--- config.mk ---
export PLATFORM = sky130hd
export DESIGN_NAME = calc1_port_responder
export DESIGN_NICKNAME = d
export VERILOG_FILES = /design/src/rtl/calc1_port_responder.sv
export SDC_FILE = /design/constraint.sdc
export NUM_CORES = 1
export LEC_CHECK = 0
export BUFFER_PORTS_ARGS = -buffer_cell sky130_fd_sc_hd__clkbuf_2
export CORE_ASPECT_RATIO = 0.6
export CORE_MARGIN = 10
export CORE_UTILIZATION = 52
export DETAILED_ROUTE_END_ITERATION = 10
export PLACE_DENSITY_LB_ADDON = 0.15
export SKIP_CTS_REPAIR_TIMING = 1
export SLEW_MARGIN = 20
export SYNTH_ARGS = -nofsm -noshare
export SYNTH_HDL_FRONTEND = slang
export SYNTH_SLANG_ARGS = --single-unit
--- constraint.sdc ---
create_clock -name c_clk -period 2.8 [get_ports c_clk]
set_input_delay 0 -clock c_clk [delete_from_list [all_inputs] [get_ports c_clk]]
set_output_delay 0 -clock c_clk [all_outputs]
set_load 0.01 [all_outputs]
--- src/rtl/calc1_port_responder.sv ---
// ---------------------------------------------------------------------------
// calc1_port_responder
//
// Target side of the calc1 request/response protocol for a single port.
// A command arrives with operand 1; operand 2 follows on the next cycle.
// The result (add / sub / shift) is pushed into a fixed-depth response
// pipeline and appears on out_resp/out_data as a one-cycle pulse.
//
// Parameters
//   DATA_W   operand/result width (shift amount = low $clog2(DATA_W) bits
//            of operand 2)
//   LATENCY  response pipeline depth after the issue cycle, 1..8
//
// Ports
//   c_clk     in   1       clock, rising edge
//   reset_n   in   1       asynchronous active-low reset
//   cmd_in    in   4       0 none, 1 add, 2 sub, 5 shl, 6 shr, others invalid
//   data_in   in   DATA_W  operand 1 on command cycle, operand 2 next cycle
//   out_resp  out  2       0 none, 1 success, 2 error
//   out_data  out  DATA_W  result while out_resp==1, else 0
//   busy      out  1       high while operand 2 is expected
//
// Build option
//   CALC1_SHIFT_EN  when defined, commands 5/6 execute as shifts; when
//                   undefined the shifter is not built and 5/6 are
//                   treated as invalid commands.
//
// FSM states
//   state  | meaning
//   S_IDLE | waiting for a command; invalid commands issue an error here
//   S_OP2  | operand 2 on data_in this cycle; result issued this cycle
// ---------------------------------------------------------------------------
module calc1_port_responder #(
  parameter int DATA_W  = 32,
  parameter int LATENCY = 3
) (
  input  logic              c_clk,
  input  logic              reset_n,
  input  logic [3:0]        cmd_in,
  input  logic [DATA_W-1:0] data_in,
  output logic [1:0]        out_resp,
  output logic [DATA_W-1:0] out_data,
  output logic              busy
);

  localparam int SHW = (DATA_W > 1) ? $clog2(DATA_W) : 1;

  localparam logic [3:0] CMD_NONE = 4'd0;
  localparam logic [3:0] CMD_ADD  = 4'd1;
  localparam logic [3:0] CMD_SUB  = 4'd2;
`ifdef CALC1_SHIFT_EN
  localparam logic [3:0] CMD_SHL  = 4'd5;
  localparam logic [3:0] CMD_SHR  = 4'd6;
`endif

  localparam logic [1:0] RESP_NONE = 2'd0;
  localparam logic [1:0] RESP_OK   = 2'd1;
  localparam logic [1:0] RESP_ERR  = 2'd2;

  typedef enum logic {
    S_IDLE = 1'b0,
    S_OP2  = 1'b1
  } state_t;

  state_t              state_q, state_d;
  logic [3:0]          cmd_q, cmd_d;
  logic [DATA_W-1:0]   op1_q, op1_d;

  logic [1:0]          pipe_resp_q [LATENCY];
  logic [DATA_W-1:0]   pipe_data_q [LATENCY];

  logic                cmd_valid;
  logic [1:0]          push_resp;
  logic [DATA_W-1:0]   push_data;
  logic [1:0]          alu_resp;
  logic [DATA_W-1:0]   alu_data;
  logic [DATA_W:0]     sum_w;
  logic [DATA_W-1:0]   diff_w;

  // Command decode: which opcodes start a two-cycle operation.
  always_comb begin
    cmd_valid = 1'b0;
    case (cmd_in)
      CMD_ADD: cmd_valid = 1'b1;
      CMD_SUB: cmd_valid = 1'b1;
`ifdef CALC1_SHIFT_EN
      CMD_SHL: cmd_valid = 1'b1;
      CMD_SHR: cmd_valid = 1'b1;
`endif
      default: cmd_valid = 1'b0;
    endcase
  end

  // Datapath: op1 is held in op1_q, op2 is taken live from data_in in S_OP2.
  assign sum_w  = {1'b0, op1_q} + {1'b0, data_in};
  assign diff_w = op1_q - data_in;

  always_comb begin
    alu_resp = RESP_ERR;
    alu_data = '0;
    case (cmd_q)
      CMD_ADD: begin
        if (!sum_w[DATA_W]) begin
          alu_resp = RESP_OK;
          alu_data = sum_w[DATA_W-1:0];
        end
      end
      CMD_SUB: begin
        if (data_in <= op1_q) begin
          alu_resp = RESP_OK;
          alu_data = diff_w;
        end
      end
`ifdef CALC1_SHIFT_EN
      // Only the low SHW bits of op2 form the shift amount.
      CMD_SHL: begin
        alu_resp = RESP_OK;
        alu_data = op1_q << data_in[SHW-1:0];
      end
      CMD_SHR: begin
        alu_resp = RESP_OK;
        alu_data = op1_q >> data_in[SHW-1:0];
      end
`endif
      default: begin
        alu_resp = RESP_ERR;
        alu_data = '0;
      end
    endcase
  end

  // Next-state and pipeline push. At most one entry is pushed per cycle.
  always_comb begin
    state_d   = state_q;
    cmd_d     = cmd_q;
    op1_d     = op1_q;
    push_resp = RESP_NONE;
    push_data = '0;
    case (state_q)
      S_IDLE: begin
        if (cmd_in != CMD_NONE) begin
          if (cmd_valid) begin
            cmd_d   = cmd_in;
            op1_d   = data_in;
            state_d = S_OP2;
          end else begin
            push_resp = RESP_ERR;
          end
        end
      end
      S_OP2: begin
        // cmd_in is ignored here; operand 2 is the only input of interest.
        push_resp = alu_resp;
        push_data = alu_data;
        state_d   = S_IDLE;
      end
      default: state_d = S_IDLE;
    endcase
  end

  always_ff @(posedge c_clk or negedge reset_n) begin
    if (!reset_n) begin
      state_q <= S_IDLE;
      cmd_q   <= CMD_NONE;
      op1_q   <= '0;
    end else begin
      state_q <= state_d;
      cmd_q   <= cmd_d;
      op1_q   <= op1_d;
    end
  end

  // Response pipeline: an entry pushed in cycle N is on the outputs in N+LATENCY.
  always_ff @(posedge c_clk or negedge reset_n) begin
    if (!reset_n) begin
      for (int i = 0; i < LATENCY; i++) begin
        pipe_resp_q[i] <= RESP_NONE;
        pipe_data_q[i] <= '0;
      end
    end else begin
      pipe_resp_q[0] <= push_resp;
      pipe_data_q[0] <= push_data;
      for (int i = 1; i < LATENCY; i++) begin
        pipe_resp_q[i] <= pipe_resp_q[i-1];
        pipe_data_q[i] <= pipe_data_q[i-1];
      end
    end
  end

  // Error and empty entries always carry zero data, so no output masking is needed.
  assign out_resp = pipe_resp_q[LATENCY-1];
  assign out_data = pipe_data_q[LATENCY-1];
  assign busy     = (state_q == S_OP2);

endmodule

==> results of run 1 <==
worst max-delay path by stage:
stage,endpoint,start
after global placement,pipe_data_q[88],op1_q[0]
after global routing,pipe_data_q[93],op1_q[4]
after detailed placement,pipe_data_q[70],op1_q[23]
after floorplan,pipe_data_q[83],op1_q[0]
final,pipe_data_q[87],op1_q[4]
after CTS,pipe_data_q[88],op1_q[0]
critical path, stage by stage, from the launching register on:
cell and delay (ps):
dfrtp_1 430, ha_4 300, buf_4 110, inv_1 60, a221oi_1 440, nand2_1 180
a21boi_2 260, o41ai_2 130, buf_4 170, a211o_1 290, a311oi_2 350, o22ai_1 140
a2bb2oi_1 160
synthesized netlist by cell type, types with 11 or more instances:
cell	number
nor3_1	20
buf_2	17
o21bai_1	14
inv_1	70
a21oi_1	91
nor2_1	51
buf_4	38
nor2b_1	13
o21ai_0	63
ha_1	64
dfrtp_1	139
nand2_1	79
a221oi_1	25
clkbuf_1	14
nand3_1	11
o22a_1	15
stage by stage:
stage	hold slack, ps	power (mW)
after floorplan	-296	4.59
after global placement	148	5.99
after detailed placement	161	6.04
after global routing	4.00	9.84
after CTS	-279	8.36
final	-71.8	9.41
flip-flops by register name (all words and copies together) (netlist names):
signal	cells
out_resp	2
op1_q	32
busy	1
pipe_resp_q	4
cmd_q	4
pipe_data_q	64
out_data	32
power by group:
part | internal [mW] | switching (mW)
Clock | 1.28 | 1.04
Combinational | 1.93 | 2.47
Sequential | 2.45 | 0.235
layer usage:
metal | vias to the layer above | wire (um)
li1 | 3634 | -
met1 | 4006 | 14100
met2 | 462 | 12700
met3 | 64 | 3090
met4 | 0 | 594
met5 | - | 0
cell type report:
cell class	count	area, sq um
clock buffers	18	439
clock inverters	14	149
fillers	1035	3520
inverters	70	263
multi-input cells	599	4950
flip-flops and latches	139	3480
well taps	203	254
repair buffers	305	2360
logic make-up after synthesis:
group | count (synthesis)
adder cells (fa/ha/maj) | 66
AND/OR/NAND/NOR | 215
XOR/XNOR | 2
flip-flops | 139
AO/OA/AOI/OAI | 316
buffers and inverters | 145
==> results.ini, run 1 <==
[timing]
hold_viol = 1
rsz0062_at_grt = yes
slew_violations = 0
finalHoldWorstSlack_ps = -71.8
slew_headroom_pct = 38.3
worst_slew_pin_slew_ps = 926
setup_violations = 29
max_freq_mhz = 317
fin_ws_ps = -352
fin_skew_ps = 13.1
period_share_pct = 113
tns_ps = -3620
fin_crit_ps = 3150

[global_routing]
grt_max_degree = 103
grtUsageTotal_pct = 23.2
grt_use_met1_pct = 37.0
antenna_found_initial = 0
overflow = 0
grt_pass1_wl_mm = 40.5
grt-busiest-layer = met1
first_global_vias = 7407
met2_usage_pct = 30.1
grt_use_met3_pct = 5.83

[synth]
synth_compound_area_share_pct = 25.9
ys_top_cells_by_area = dfrtp_1 (42%), ha_1 (9.7%), a21oi_1 (5.5%), o21ai_0 (3.8%), nand2_1 (3.6%)
ys.flop_type = dfrtp_1
synth-edff-count = 0
syn_nets = 987
synth_mux_area_share_pct = 0
synth_top_family_by_area = compound AO/OA/AOI/OAI gates
synth_seq_area_share_pct = 42.2
synth_area_sq_um = 8240
synthSimpleGateAreaFrac_pct = 12.3
yosys_warnings = 0
ys_async_sr_fraction_pct = 100
synth_cell_types = 74
yosys.area_share.adder_pct = 10.2
synth_cells = 883
synth-xor-area-share_pct = 0.213
post_synth.cell_area_avg_sq_um = 9.33
synth_top_cell_by_area = dfrtp_1
post-synth-top-area-fraction_pct = 42.2
ys_ff_latch = 139

[drt]
drtIter0Drc = 1051
wire_per_inst_um = 22.6
final_antenna_net_count = 0
first_pass_iters = 8
drcViolationCount = 0
vias = 8166
vias_per_cell = 6.06
wl_mm = 30.5

[floorplan]
core_area_sq_um = 15400
chipWidth_um = 182
initial_core_util_pct = 53.4
boundaryPins = 73
fp-row-count = 35
fp.dieH_um = 117
die-area_sq_um = 21400

[critical_path]
cp_max_fo = 2
startpoint_type = flop
r2r_cells = 12
reg2reg_slack_ps = -350
r2r_end = pipe_data_q[87]
cp_data_arrival_time_ps = 3450
path_class = reg2reg
end_kind = flop
r2r_start = op1_q[4]
required_ps = 3100

[power_and_ir_drop]
irDropWorstVdd_v = 0.000511
power_density_nw_per_um2 = 791
p_leak_nw = 5.64

[place]
post_dp_cell_area_sq_um = 9670
place_congestion = 0.951
place_hpwl_mm = 19.5
place_ws_ps = -302
place_inst = 1250
io_buffer_count = 72

[hold_path]
hold_path.class = in2reg
holdPathStages = 3
whs_endpoint = op1_q[19]
min_from = data_in[19]

[finish]
final_cell_count_no_fill = 1348
final_common_cell = buf_4
n_antenna_cell = 0
final_core_util_pct = 77.2
fin_area_sq_um = 11900
final_net_count = 1236
drive_above_1_share_pct = 40.0
syn2layout_area_growth_pct = 44.4
layout_common_cells = buf_4 (177), dfrtp_1 (138), nand2_1 (72)

[cts]
cts_buffers = 17
cts_tree = built
clock_sinks = 139
cts_htree_levels = 4
clock_latency_ps = 430
root_buffer = clkbuf_16
cts.path.max_buffers = 2
cts.clk_slew.worst_paths_ps = 70

[outcome]
violations = negative hold slack, negative setup slack
status = complete, but fails checks

[run]
max_cap_viol_count = 0

Note: power is estimated with default switching activity, not from simulation.
==> run 2, diff against run 1 <==
--- a/config.mk
+++ b/config.mk
@@ -6,7 +6,7 @@
 export NUM_CORES = 1
 export LEC_CHECK = 0
 export BUFFER_PORTS_ARGS = -buffer_cell sky130_fd_sc_hd__clkbuf_2
-export CORE_ASPECT_RATIO = 0.6
+export CORE_ASPECT_RATIO = 0.7
 export CORE_MARGIN = 10
 export CORE_UTILIZATION = 52
 export DETAILED_ROUTE_END_ITERATION = 10
==> results.ini, run 2 (synthesized netlist as in run 1, its figures left out) <==
[drt]
first_pass_iters = 5  ; was 8
vias = 7875  ; was 8166
final_antenna_net_count = 0  ; unchanged
vias_per_cell = 5.92  ; was 6.06
drtIter0Drc = 841  ; was 1051
wl_mm = 28.5  ; was 30.5 mm
wire_per_inst_um = 21.4  ; was 22.6 um
drcViolationCount = 0  ; unchanged

[critical_path]
critPathMaxStageDelay_ps = 500  ; was 440 ps
path_buf_inv = 1  ; was 3
crit_family = compound AO/OA/AOI/OAI gates  ; unchanged
cp_data_arrival_time_ps = 3380  ; was 3450 ps
end_kind = flop  ; unchanged
required_ps = 3120  ; was 3100 ps
path_cells = ha_4, buf_6, nand3_2, o21bai_4, a211oi_2, o21ai_1, a211o_1, a2111o_1, o31ai_2, o22a_1, a21oi_2  ; was ha_4, buf_4, inv_1, a221oi_1, nand2_1, a21boi_2, o41ai_2, buf_4, a211o_1, a311oi_2, o22ai_1, a2bb2oi_1
crit_slowest_cell = a2111o_1  ; was a221oi_1
startpoint_type = flop  ; unchanged
cp_max_fo = 4  ; was 2
path_class = reg2reg  ; unchanged

[timing]
slew_violations = 0  ; unchanged
fin_ws_ps = -267  ; was -352 ps
worst_slew_pin_slew_ps = 743  ; was 926 ps
slew_headroom_pct = 50.4  ; was 38.3%
setup_violations = 22  ; was 29
period_share_pct = 110  ; was 113%
tns_ps = -1670  ; was -3620 ps
hold_viol = 0  ; was 1
rsz0062_at_grt = yes  ; unchanged
fin_crit_ps = 3070  ; was 3150 ps
fin_skew_ps = 8.80  ; was 13.1 ps
max_freq_mhz = 326  ; was 317 MHz
finalHoldWorstSlack_ps = 18.3  ; was -71.8 ps

[global_routing]
antenna_found_initial = 1  ; was 0
grt_pass1_wl_mm = 40.8  ; was 40.5 mm
overflow = 0  ; unchanged
first_global_vias = 7451  ; was 7407
grtUsageTotal_pct = 23.9  ; was 23.2%
grt_max_degree = 81  ; was 103

[floorplan]
initial_core_util_pct = 53.1  ; was 53.4%
fp.dieH_um = 125  ; was 117 um
fp-row-count = 38  ; was 35
core_area_sq_um = 15500  ; was 15400 sq um
die-area_sq_um = 21400  ; about the same
chipWidth_um = 170  ; was 182 um
boundaryPins = 73  ; unchanged

[cts]
cts_tree = built  ; unchanged
clock_latency_ps = 440  ; was 430 ps
clock_sinks = 139  ; unchanged
cts_buffers = 17  ; unchanged
cts.path.max_buffers = 2  ; unchanged
cts_htree_levels = 4  ; unchanged
cts.clk_slew.worst_paths_ps = 70  ; about the same
root_buffer = clkbuf_16  ; unchanged

[finish]
regMostFlops = pipe_data_q  ; unchanged
largest_reg_flops = 64  ; unchanged
final_net_count = 1221  ; was 1236
fin_area_sq_um = 11800  ; was 11900 sq um
syn2layout_area_growth_pct = 43.8  ; was 44.4%
final_common_cell = buf_4  ; unchanged
drive_above_1_share_pct = 38.8  ; was 40.0%
layout_common_cells = buf_4 (154), dfrtp_1 (139), nand2_1 (72)  ; was buf_4 (177), dfrtp_1 (138), nand2_1 (72)
final_core_util_pct = 76.4  ; was 77.2%

[outcome]
violations = negative setup slack  ; was negative hold slack, negative setup slack
status = complete, but fails checks  ; unchanged

[hold_path]
hold_path.class = in2reg  ; unchanged

[place]
place_hpwl_mm = 19.2  ; was 19.5 mm
place_congestion = 0.970  ; was 0.951
io_buffer_count = 72  ; unchanged
post_dp_cell_area_sq_um = 9630  ; was 9670 sq um

[power_and_ir_drop]
p_leak_nw = 5.61  ; was 5.64 nW
power_density_nw_per_um2 = 788  ; was 791 nW/um^2
p_total_mw = 9.33  ; was 9.41 mW
irDropWorstVdd_v = 0.000459  ; was 0.000511 V

[run]
max_cap_viol_count = 0  ; unchanged

## run 2: final timing paths
check	from	endpoint	slack, ps	depth (start not counted)
setup / recovery	op1_q[4]	pipe_data_q[93]	-270	11
hold / removal	data_in[1]	op1_q[1]	20	3
setup reg to reg	op1_q[4]	pipe_data_q[93]	-270	11
hold reg to reg	pipe_data_q[46]	out_data[14]	350	0
max in group asynchronous	reset_n	pipe_data_q[33]	1860	3
min in group asynchronous	reset_n	pipe_data_q[44]	160	2
## run 2: metrics by stage
stage / setup slack, ps / instances
after global routing: -348 / 1330
after CTS: -379 / 1269
final: -267 / 1331
after detailed placement: -345 / 1237
after floorplan: 56.8 / 883
after global placement: -216 / 1237
## run 2: cell type report
type | instances | area, sq um
inverter | 70 | 265
antenna | 1 | 2.50
clock inverter | 15 | 178
sequential | 139 | 3480
fill | 1023 | 3650
tap | 200 | 250
clock buffer | 17 | 425
timing repair buffer | 290 | 2310
multi-input combinational | 599 | 4930
## run 2: worst min-delay path, stage by stage
cell and delay [ps]:
clkbuf_2 130, inv_1 140, o21ai_0 130
## run 2: report_power, final
part           internal [mW]  switching [mW]  total, mW
Combinational           1.87            2.41       4.28
Clock                   1.35            1.02       2.37
Sequential              2.45           0.231       2.68
Total                   5.67            3.66       9.33
## run 2: routing by layer
metal | global-route usage, % | share of wire, % | vias to the layer above
met5 | 0 | 0 | -
met4 | 4.94 | 1.3 | 0
met3 | 5.66 | 7.6 | 40
met2 | 33.9 | 45 | 350
met1 | 35.9 | 46 | 3878
li1 | - | - | 3607
